[src/rtl/gx_fifo_fetch.sv]
// ---------------------------------------------------------------------------
// gx_fifo_fetch
//   AXI4 read-burst master that streams GX command-FIFO data out of a memory
//   ring buffer. Bursts are fetched into a local beat buffer and handed to the
//   command processor as OUT_W-bit words, least-significant word first.
//
// Ports
//   clk, reset         : single clock, asynchronous active-high reset
//   enable             : allow new bursts to be issued
//   cfg_base/cfg_end   : ring bounds (end exclusive), BURST_BYTES aligned
//   cfg_wrptr          : producer write pointer
//   rdptr, load_rdptr  : consumer read pointer; load_rdptr reloads it from
//                        cfg_base while idle
//   ar*/r*             : AXI4 read address / read data channels
//   gx_valid/gx_data   : output word available / current word
//   gx_read            : consume the current word
//   bus_err            : sticky flag, set by any non-OKAY read response
//   busy               : a burst is in flight
//
// Optional build macro GX_FETCH_STATS_EN adds beat_count and burst_count.
// ---------------------------------------------------------------------------
module gx_fifo_fetch #(
  parameter int ADDR_W     = 32,
  parameter int DATA_W     = 128,
  parameter int OUT_W      = 32,
  parameter int BURST_LEN  = 4,
  parameter int FIFO_DEPTH = 16
) (
  input  logic              clk,
  input  logic              reset,
  input  logic              enable,
  input  logic [ADDR_W-1:0] cfg_base,
  input  logic [ADDR_W-1:0] cfg_end,
  input  logic [ADDR_W-1:0] cfg_wrptr,
  output logic [ADDR_W-1:0] rdptr,
  input  logic              load_rdptr,
  output logic [ADDR_W-1:0] araddr,
  output logic [3:0]        arlen,
  output logic [2:0]        arsize,
  output logic [1:0]        arburst,
  output logic              arvalid,
  input  logic              arready,
  input  logic [DATA_W-1:0] rdata,
  input  logic [1:0]        rresp,
  input  logic              rlast,
  input  logic              rvalid,
  output logic              rready,
  output logic              gx_valid,
  output logic [OUT_W-1:0]  gx_data,
  input  logic              gx_read,
  output logic              bus_err,
`ifdef GX_FETCH_STATS_EN
  output logic [31:0]       beat_count,
  output logic [31:0]       burst_count,
`endif
  output logic              busy
);

  localparam int WORDS       = DATA_W / OUT_W;
  localparam int IDX_W       = (WORDS > 1) ? $clog2(WORDS) : 1;
  localparam int PTR_W       = $clog2(FIFO_DEPTH);
  localparam int CNT_W       = PTR_W + 1;
  localparam int BURST_BYTES = BURST_LEN * DATA_W / 8;

  localparam logic [IDX_W-1:0]  LAST_IDX  = IDX_W'(WORDS - 1);
  localparam logic [ADDR_W-1:0] BURST_INC = ADDR_W'(BURST_BYTES);
  localparam logic [CNT_W-1:0]  DEPTH_C   = CNT_W'(FIFO_DEPTH);
  localparam logic [CNT_W-1:0]  BURST_C   = CNT_W'(BURST_LEN);

  typedef enum logic [1:0] {
    ST_IDLE = 2'd0,
    ST_ADDR = 2'd1,
    ST_DATA = 2'd2
  } state_t;

  state_t              state_q,   state_d;
  logic [ADDR_W-1:0]   rdptr_q,   rdptr_d;
  logic [ADDR_W-1:0]   araddr_q,  araddr_d;
  logic                arvalid_q, arvalid_d;
  logic                rready_q,  rready_d;
  logic                busy_q,    busy_d;
  logic                bus_err_q, bus_err_d;
  logic [PTR_W-1:0]    wr_ptr_q,  wr_ptr_d;
  logic [PTR_W-1:0]    rd_ptr_q,  rd_ptr_d;
  logic [CNT_W-1:0]    count_q,   count_d;
  logic [IDX_W-1:0]    word_idx_q, word_idx_d;
  logic [DATA_W-1:0]   mem_q [FIFO_DEPTH];

  logic                push_s;
  logic                pop_word_s;
  logic                pop_s;
  logic                gx_valid_s;
  logic                start_s;
  logic [CNT_W-1:0]    free_s;
  logic [ADDR_W-1:0]   rdptr_inc_s;
  logic [WORDS-1:0][OUT_W-1:0] head_words_s;

  assign gx_valid_s   = (count_q != {CNT_W{1'b0}});
  assign push_s       = (state_q == ST_DATA) && rready_q && rvalid;
  assign pop_word_s   = gx_read && gx_valid_s;
  assign pop_s        = pop_word_s && (word_idx_q == LAST_IDX);
  assign free_s       = DEPTH_C - count_q;
  assign rdptr_inc_s  = rdptr_q + BURST_INC;
  // A burst is only started when the whole burst fits, so R never stalls.
  assign start_s      = enable && (rdptr_q != cfg_wrptr) && (free_s >= BURST_C) && !load_rdptr;
  assign head_words_s = mem_q[rd_ptr_q];

  // Burst FSM next-state and AXI/pointer register inputs.
  always_comb begin
    state_d   = state_q;
    rdptr_d   = rdptr_q;
    araddr_d  = araddr_q;
    arvalid_d = arvalid_q;
    rready_d  = rready_q;
    case (state_q)
      ST_IDLE: begin
        if (load_rdptr) begin
          rdptr_d = cfg_base;
        end else if (start_s) begin
          araddr_d  = rdptr_q;
          arvalid_d = 1'b1;
          state_d   = ST_ADDR;
        end else begin
          state_d = ST_IDLE;
        end
      end
      ST_ADDR: begin
        if (arready) begin
          arvalid_d = 1'b0;
          rready_d  = 1'b1;
          state_d   = ST_DATA;
        end else begin
          state_d = ST_ADDR;
        end
      end
      ST_DATA: begin
        if (rvalid && rlast) begin
          rready_d = 1'b0;
          state_d  = ST_IDLE;
          rdptr_d  = (rdptr_inc_s == cfg_end) ? cfg_base : rdptr_inc_s;
        end else begin
          state_d = ST_DATA;
        end
      end
      default: begin
        state_d   = ST_IDLE;
        arvalid_d = 1'b0;
        rready_d  = 1'b0;
      end
    endcase
    busy_d = (state_d != ST_IDLE);
  end

  // Beat buffer pointers, occupancy, output word index and error flag.
  always_comb begin
    wr_ptr_d   = wr_ptr_q;
    rd_ptr_d   = rd_ptr_q;
    count_d    = count_q;
    word_idx_d = word_idx_q;
    bus_err_d  = bus_err_q;
    if (push_s) begin
      wr_ptr_d = wr_ptr_q + PTR_W'(1);
    end else begin
      wr_ptr_d = wr_ptr_q;
    end
    if (pop_s) begin
      rd_ptr_d = rd_ptr_q + PTR_W'(1);
    end else begin
      rd_ptr_d = rd_ptr_q;
    end
    case ({push_s, pop_s})
      2'b10:   count_d = count_q + CNT_W'(1);
      2'b01:   count_d = count_q - CNT_W'(1);
      default: count_d = count_q;
    endcase
    if (pop_word_s) begin
      word_idx_d = pop_s ? {IDX_W{1'b0}} : (word_idx_q + IDX_W'(1));
    end else begin
      word_idx_d = word_idx_q;
    end
    // Errored beats are still stored; only the sticky flag records them.
    if (push_s && (rresp != 2'b00)) begin
      bus_err_d = 1'b1;
    end else begin
      bus_err_d = bus_err_q;
    end
  end

  // Control and status registers.
  always_ff @(posedge clk or posedge reset) begin
    if (reset) begin
      state_q    <= ST_IDLE;
      rdptr_q    <= {ADDR_W{1'b0}};
      araddr_q   <= {ADDR_W{1'b0}};
      arvalid_q  <= 1'b0;
      rready_q   <= 1'b0;
      busy_q     <= 1'b0;
      bus_err_q  <= 1'b0;
      wr_ptr_q   <= {PTR_W{1'b0}};
      rd_ptr_q   <= {PTR_W{1'b0}};
      count_q    <= {CNT_W{1'b0}};
      word_idx_q <= {IDX_W{1'b0}};
    end else begin
      state_q    <= state_d;
      rdptr_q    <= rdptr_d;
      araddr_q   <= araddr_d;
      arvalid_q  <= arvalid_d;
      rready_q   <= rready_d;
      busy_q     <= busy_d;
      bus_err_q  <= bus_err_d;
      wr_ptr_q   <= wr_ptr_d;
      rd_ptr_q   <= rd_ptr_d;
      count_q    <= count_d;
      word_idx_q <= word_idx_d;
    end
  end

  // Beat storage; contents are qualified by count_q so no reset is needed.
  always_ff @(posedge clk) begin
    if (push_s) begin
      mem_q[wr_ptr_q] <= rdata;
    end
  end

`ifdef GX_FETCH_STATS_EN
  logic [31:0] beat_count_q,  beat_count_d;
  logic [31:0] burst_count_q, burst_count_d;

  // Free-running statistics counters, wrapping at 2^32.
  always_comb begin
    beat_count_d  = beat_count_q;
    burst_count_d = burst_count_q;
    if (push_s) begin
      beat_count_d = beat_count_q + 32'd1;
      if (rlast) begin
        burst_count_d = burst_count_q + 32'd1;
      end else begin
        burst_count_d = burst_count_q;
      end
    end else begin
      beat_count_d = beat_count_q;
    end
  end

  // Statistics registers.
  always_ff @(posedge clk or posedge reset) begin
    if (reset) begin
      beat_count_q  <= 32'd0;
      burst_count_q <= 32'd0;
    end else begin
      beat_count_q  <= beat_count_d;
      burst_count_q <= burst_count_d;
    end
  end

  assign beat_count  = beat_count_q;
  assign burst_count = burst_count_q;
`endif

  assign rdptr    = rdptr_q;
  assign araddr   = araddr_q;
  assign arvalid  = arvalid_q;
  assign rready   = rready_q;
  assign busy     = busy_q;
  assign bus_err  = bus_err_q;
  assign arlen    = 4'(BURST_LEN - 1);
  assign arsize   = 3'($clog2(DATA_W / 8));
  assign arburst  = 2'b01;
  assign gx_valid = gx_valid_s;
  // Combinational slice of the head beat; forced to zero while empty.
  assign gx_data  = gx_valid_s ? head_words_s[word_idx_q] : {OUT_W{1'b0}};

endmodule
[config.mk]
export PLATFORM = sky130hd
export DESIGN_NAME = gx_fifo_fetch
export DESIGN_NICKNAME = d
export VERILOG_FILES = /design/src/rtl/gx_fifo_fetch.sv
export SDC_FILE = /design/constraint.sdc
export NUM_CORES = 2
export LEC_CHECK = 0
export CAP_MARGIN = 10
export CORE_MARGIN = 2
export CORE_UTILIZATION = 65
export CTS_CLUSTER_DIAMETER = 150
export DETAILED_ROUTE_END_ITERATION = 12
export GPL_TIMING_DRIVEN = 0
export HOLD_SLACK_MARGIN = 0.05
export PLACE_DENSITY = 0.9
export RECOVER_POWER = 50
export SYNTH_ARGS = -nofsm -noshare
export SYNTH_HDL_FRONTEND = slang
export SYNTH_SLANG_ARGS = --single-unit
[constraint.sdc]
create_clock -name clk -period 24.8 [get_ports clk]
set_input_delay 2.48 -clock clk [delete_from_list [all_inputs] [get_ports clk]]
set_output_delay 2.48 -clock clk [all_outputs]
set_load 0.1 [all_outputs]
==> results.md <==
- Initial core utilization: 65.6%
- Cells after Synth: 3,624
- DR WL/cell: 47.1 um
- Critical-path maximum fanout: 10
- Die H: 363 um
- Worst-Skew Late Latency: 0.86 ns
- Number of hold buffers added after CTS: 0
- Max cap viols: 6
- Critical path's slowest cell: clkdlybuf4s50_1
- Grt met1 use: 56.5%
- Failing checks: capacitance limit, slew limit
- RD Place Congestion: 0.934
- Leakage: 31.0 nW
- CORE AREA: 0.128 mm2
- # rows: 131
- Async S/R FF share, synth: 3.98%
- Post-DP HPWL: 174 mm
- Max H-tree Level: 4
- Post-synth EDFFs: 2,048
- Slew HR: -123%
- Gr ovfl total: 0
- Post-synth top area share: 73.4%
- WL final: 293 mm
- Buffer count from post-CTS setup fixing: 0
- Nets: 4,583
- Global routing usage on met3: 14.3%
- Via density: 7.89
- Synth area leader: edfxtp_1
- Unique cell type count in the Yosys netlist: 72
- M2 GR Usage: 67.8%
- Placed Cells: 5,779
- Share of cells above drive strength 1: 27.4%
- Worst Setup End Kind: output pin
- Req. time, crit path: 22.32 ns
- Arr. time, crit path: 7.44 ns
- Sinks on Clock Net: 2,133
- Initial antenna violation count: 83
- Routed via count: 49,100
- Die Width: 363 um
- Root Driver: clkbuf_16
- Max frequency: 101 MHz
- Longest Clk Path Bufs: 3
- Final instance area: 0.0986 mm2
- Sequential share of the synthesized area: 75.9%
- Largest net degree at the start of global routing: 62
- Worst-Margin Slew: 3.35 ns
- Routed Antenna Nets: 0
- Worst-path clk slew: 0.07 ns
- Synth Flop Type: edfxtp_1
- Dominant cells by area after synthesis: edfxtp_1 73%, mux4_2 18%, dfrtp_1 2.5%, clkbuf_1 0.67%, xnor2_1 0.65%
- Syn Std Cell Area: 0.0838 mm2
- Placed Area: 0.0918 mm2
- Die ar.: 0.132 mm2
- First-pass GRT wire length: 396 mm
- Port buffer count: 334
- # IOs: 344
- Critical path launch point type: flop
- Clock Skews: 0.0383 ns
- GRT busiest layer: met2
- Min Tclk post-route: 9.92 ns
- Layout area overhead: 17.7%
- YS warnings: 0
- CTS Buf Count: 198
- Crit path cell chain: clkbuf_1, clkbuf_1, clkbuf_1, clkbuf_1, mux4_2, mux4_2, a211oi_1, a211oi_1, clkdlybuf4s50_1
- Vias in the first global route: 47,700
- Max-slew violation count: 126
- Non-Filler Instances: 6,224
- Cts repair resizes: 0
- Commonest non-fill, non-tap cell in the layout: edfxtp_1
- HP Class: flop to flop
- Fin. Hold Viols: 0
- Final setup fails: 0
- VDD IR max: 205 uV
- PwrDens: 124 mW/mm2
- Setup TNS: 0 ns
- Status: finished with violations
- GRT Overall Usage: 44.8%
- Most frequent cells in the layout: 2,048 x edfxtp_1, 670 x mux4_2, 205 x clkbuf_16
- Worst Path Class, Setup: flop to output pin
- Critical Path Most Common Cell: clkbuf_1
- DRC: 0
- Final period util: 40.0%
- 1st-iter DRT viols: 11,200
- Mean Syn Cell Area: 23.1 um2
- Crit path largest cell delay: 1.10 ns
- Seq cells post-synth: 2,133
- CTS tree: yes
- Unrepaired setup endpoints after global routing: false
- DRT Pass-1 Iters: 8
## worst paths after layout
check / startpoint / end / slack (ns) / depth (start not counted)
worst min register to register: bus_err / bus_err / 0.47 / 1
min in group asynchronous: reset / rdptr[27] / 2.37 / 2
worst max register to register: state_q[1] / mem_q[13][76] / 19.80 / 9
worst min-delay path: bus_err / bus_err / 0.47 / 1
max in group asynchronous: reset / rdptr[18] / 18.69 / 3
worst max-delay path: rd_ptr_q[1] / gx_data[28] / 14.88 / 9
## stage by stage
| stage | utilization (%) | hold WS, ns | setup slack [ns] | power [W] |
|---|---|---|---|---|
| finish | 77.2 | 0.474 | 14.88 | 0.0122 |
| detailed placement | 71.9 | 0.461 | 15.83 | 0.00882 |
| global placement | 69.9 | 0.461 | 1.22 | 0.00856 |
| floorplan | - | 0.488 | 12.33 | 0.00725 |
| global route | 77.2 | 0.487 | 15.23 | 0.0123 |
| CTS | 76.9 | 0.478 | 14.87 | 0.0120 |
## per-layer routing
layer | vias to the layer above | part of all wire [%]
met2 | 6203 | 46
met1 | 24300 | 29
met3 | 1482 | 16
met5 | - | 0.14
met4 | 48 | 9.0
li1 | 17000 | -
## worst max-delay path: cells and delay by family, from the launching register on
kind / cells / cell delay [ns]
compound gates: 2 / 0.79
buf+inv: 5 / 4.37
flops: 1 / 0.40
mux: 2 / 0.97
## power breakdown
group	total, W	internal [W]	switching (W)	leakage, nW
sequential	0.00418	0.00409	0.0000912	19.4
clock	0.00316	0.00171	0.00145	3.14
combinational	0.00490	0.00171	0.00319	8.48
total	0.0122	0.00750	0.00473	31.0
## cells by family (layout without fill, tap and decap cells)
logic type	count (synthesis)	count (layout)	share of synthesized area, %
flops	2133	2133	75.9
compound gates	109	109	0.968
buf+inv	244	1109	1.19
fa+ha+maj	13	13	0.203
other cells	2	75	0.00896
xor+xnor	82	82	0.857
simple gates	315	315	2.08
mux	726	726	18.7
## state kept, by name, summed over array words and instances, names as in the netlist
| name | count |
|---|---|
| word_idx_q | 2 |
| count_q | 5 |
| arvalid | 1 |
| bus_err | 1 |
| rready | 1 |
| mem_q | 2048 |
| wr_ptr_q | 4 |
| rd_ptr_q | 4 |
| busy | 1 |
| araddr | 32 |
| rdptr | 32 |
| state_q | 2 |
## cell usage after synthesis (all sizes together), types with 5 or more instances
master	instances
and2	36
nor4	26
clkbuf	150
xor2	20
inv	20
mux2	42
xnor2	62
and3	13
nand2	58
a221o	8
a31oi	7
nand4	30
o21a	5
nand2b	6
buf	74
edfxtp	2048
nor2	34
a211oi	10
mux2i	14
nand3	34
ha	12
a21oi	21
nor2b	5
o21ai	17
or3	7
mux4	670
nor3	39
o211ai	5
or4	8
dfrtp	85
and4	8
## final cells by class
cell class              count  area (um2)
plain buffers             224         931
flip-flops and latches   2133       63600
fillers                  5810       29000
clock buffers             244        5360
repair buffers            505        6080
clock inverters           116        1060
multi-input cells        1254       19300
diodes                     66         165
inverters                  20        76.3
well taps                1662        2080
(Power assumes the default switching activity.)
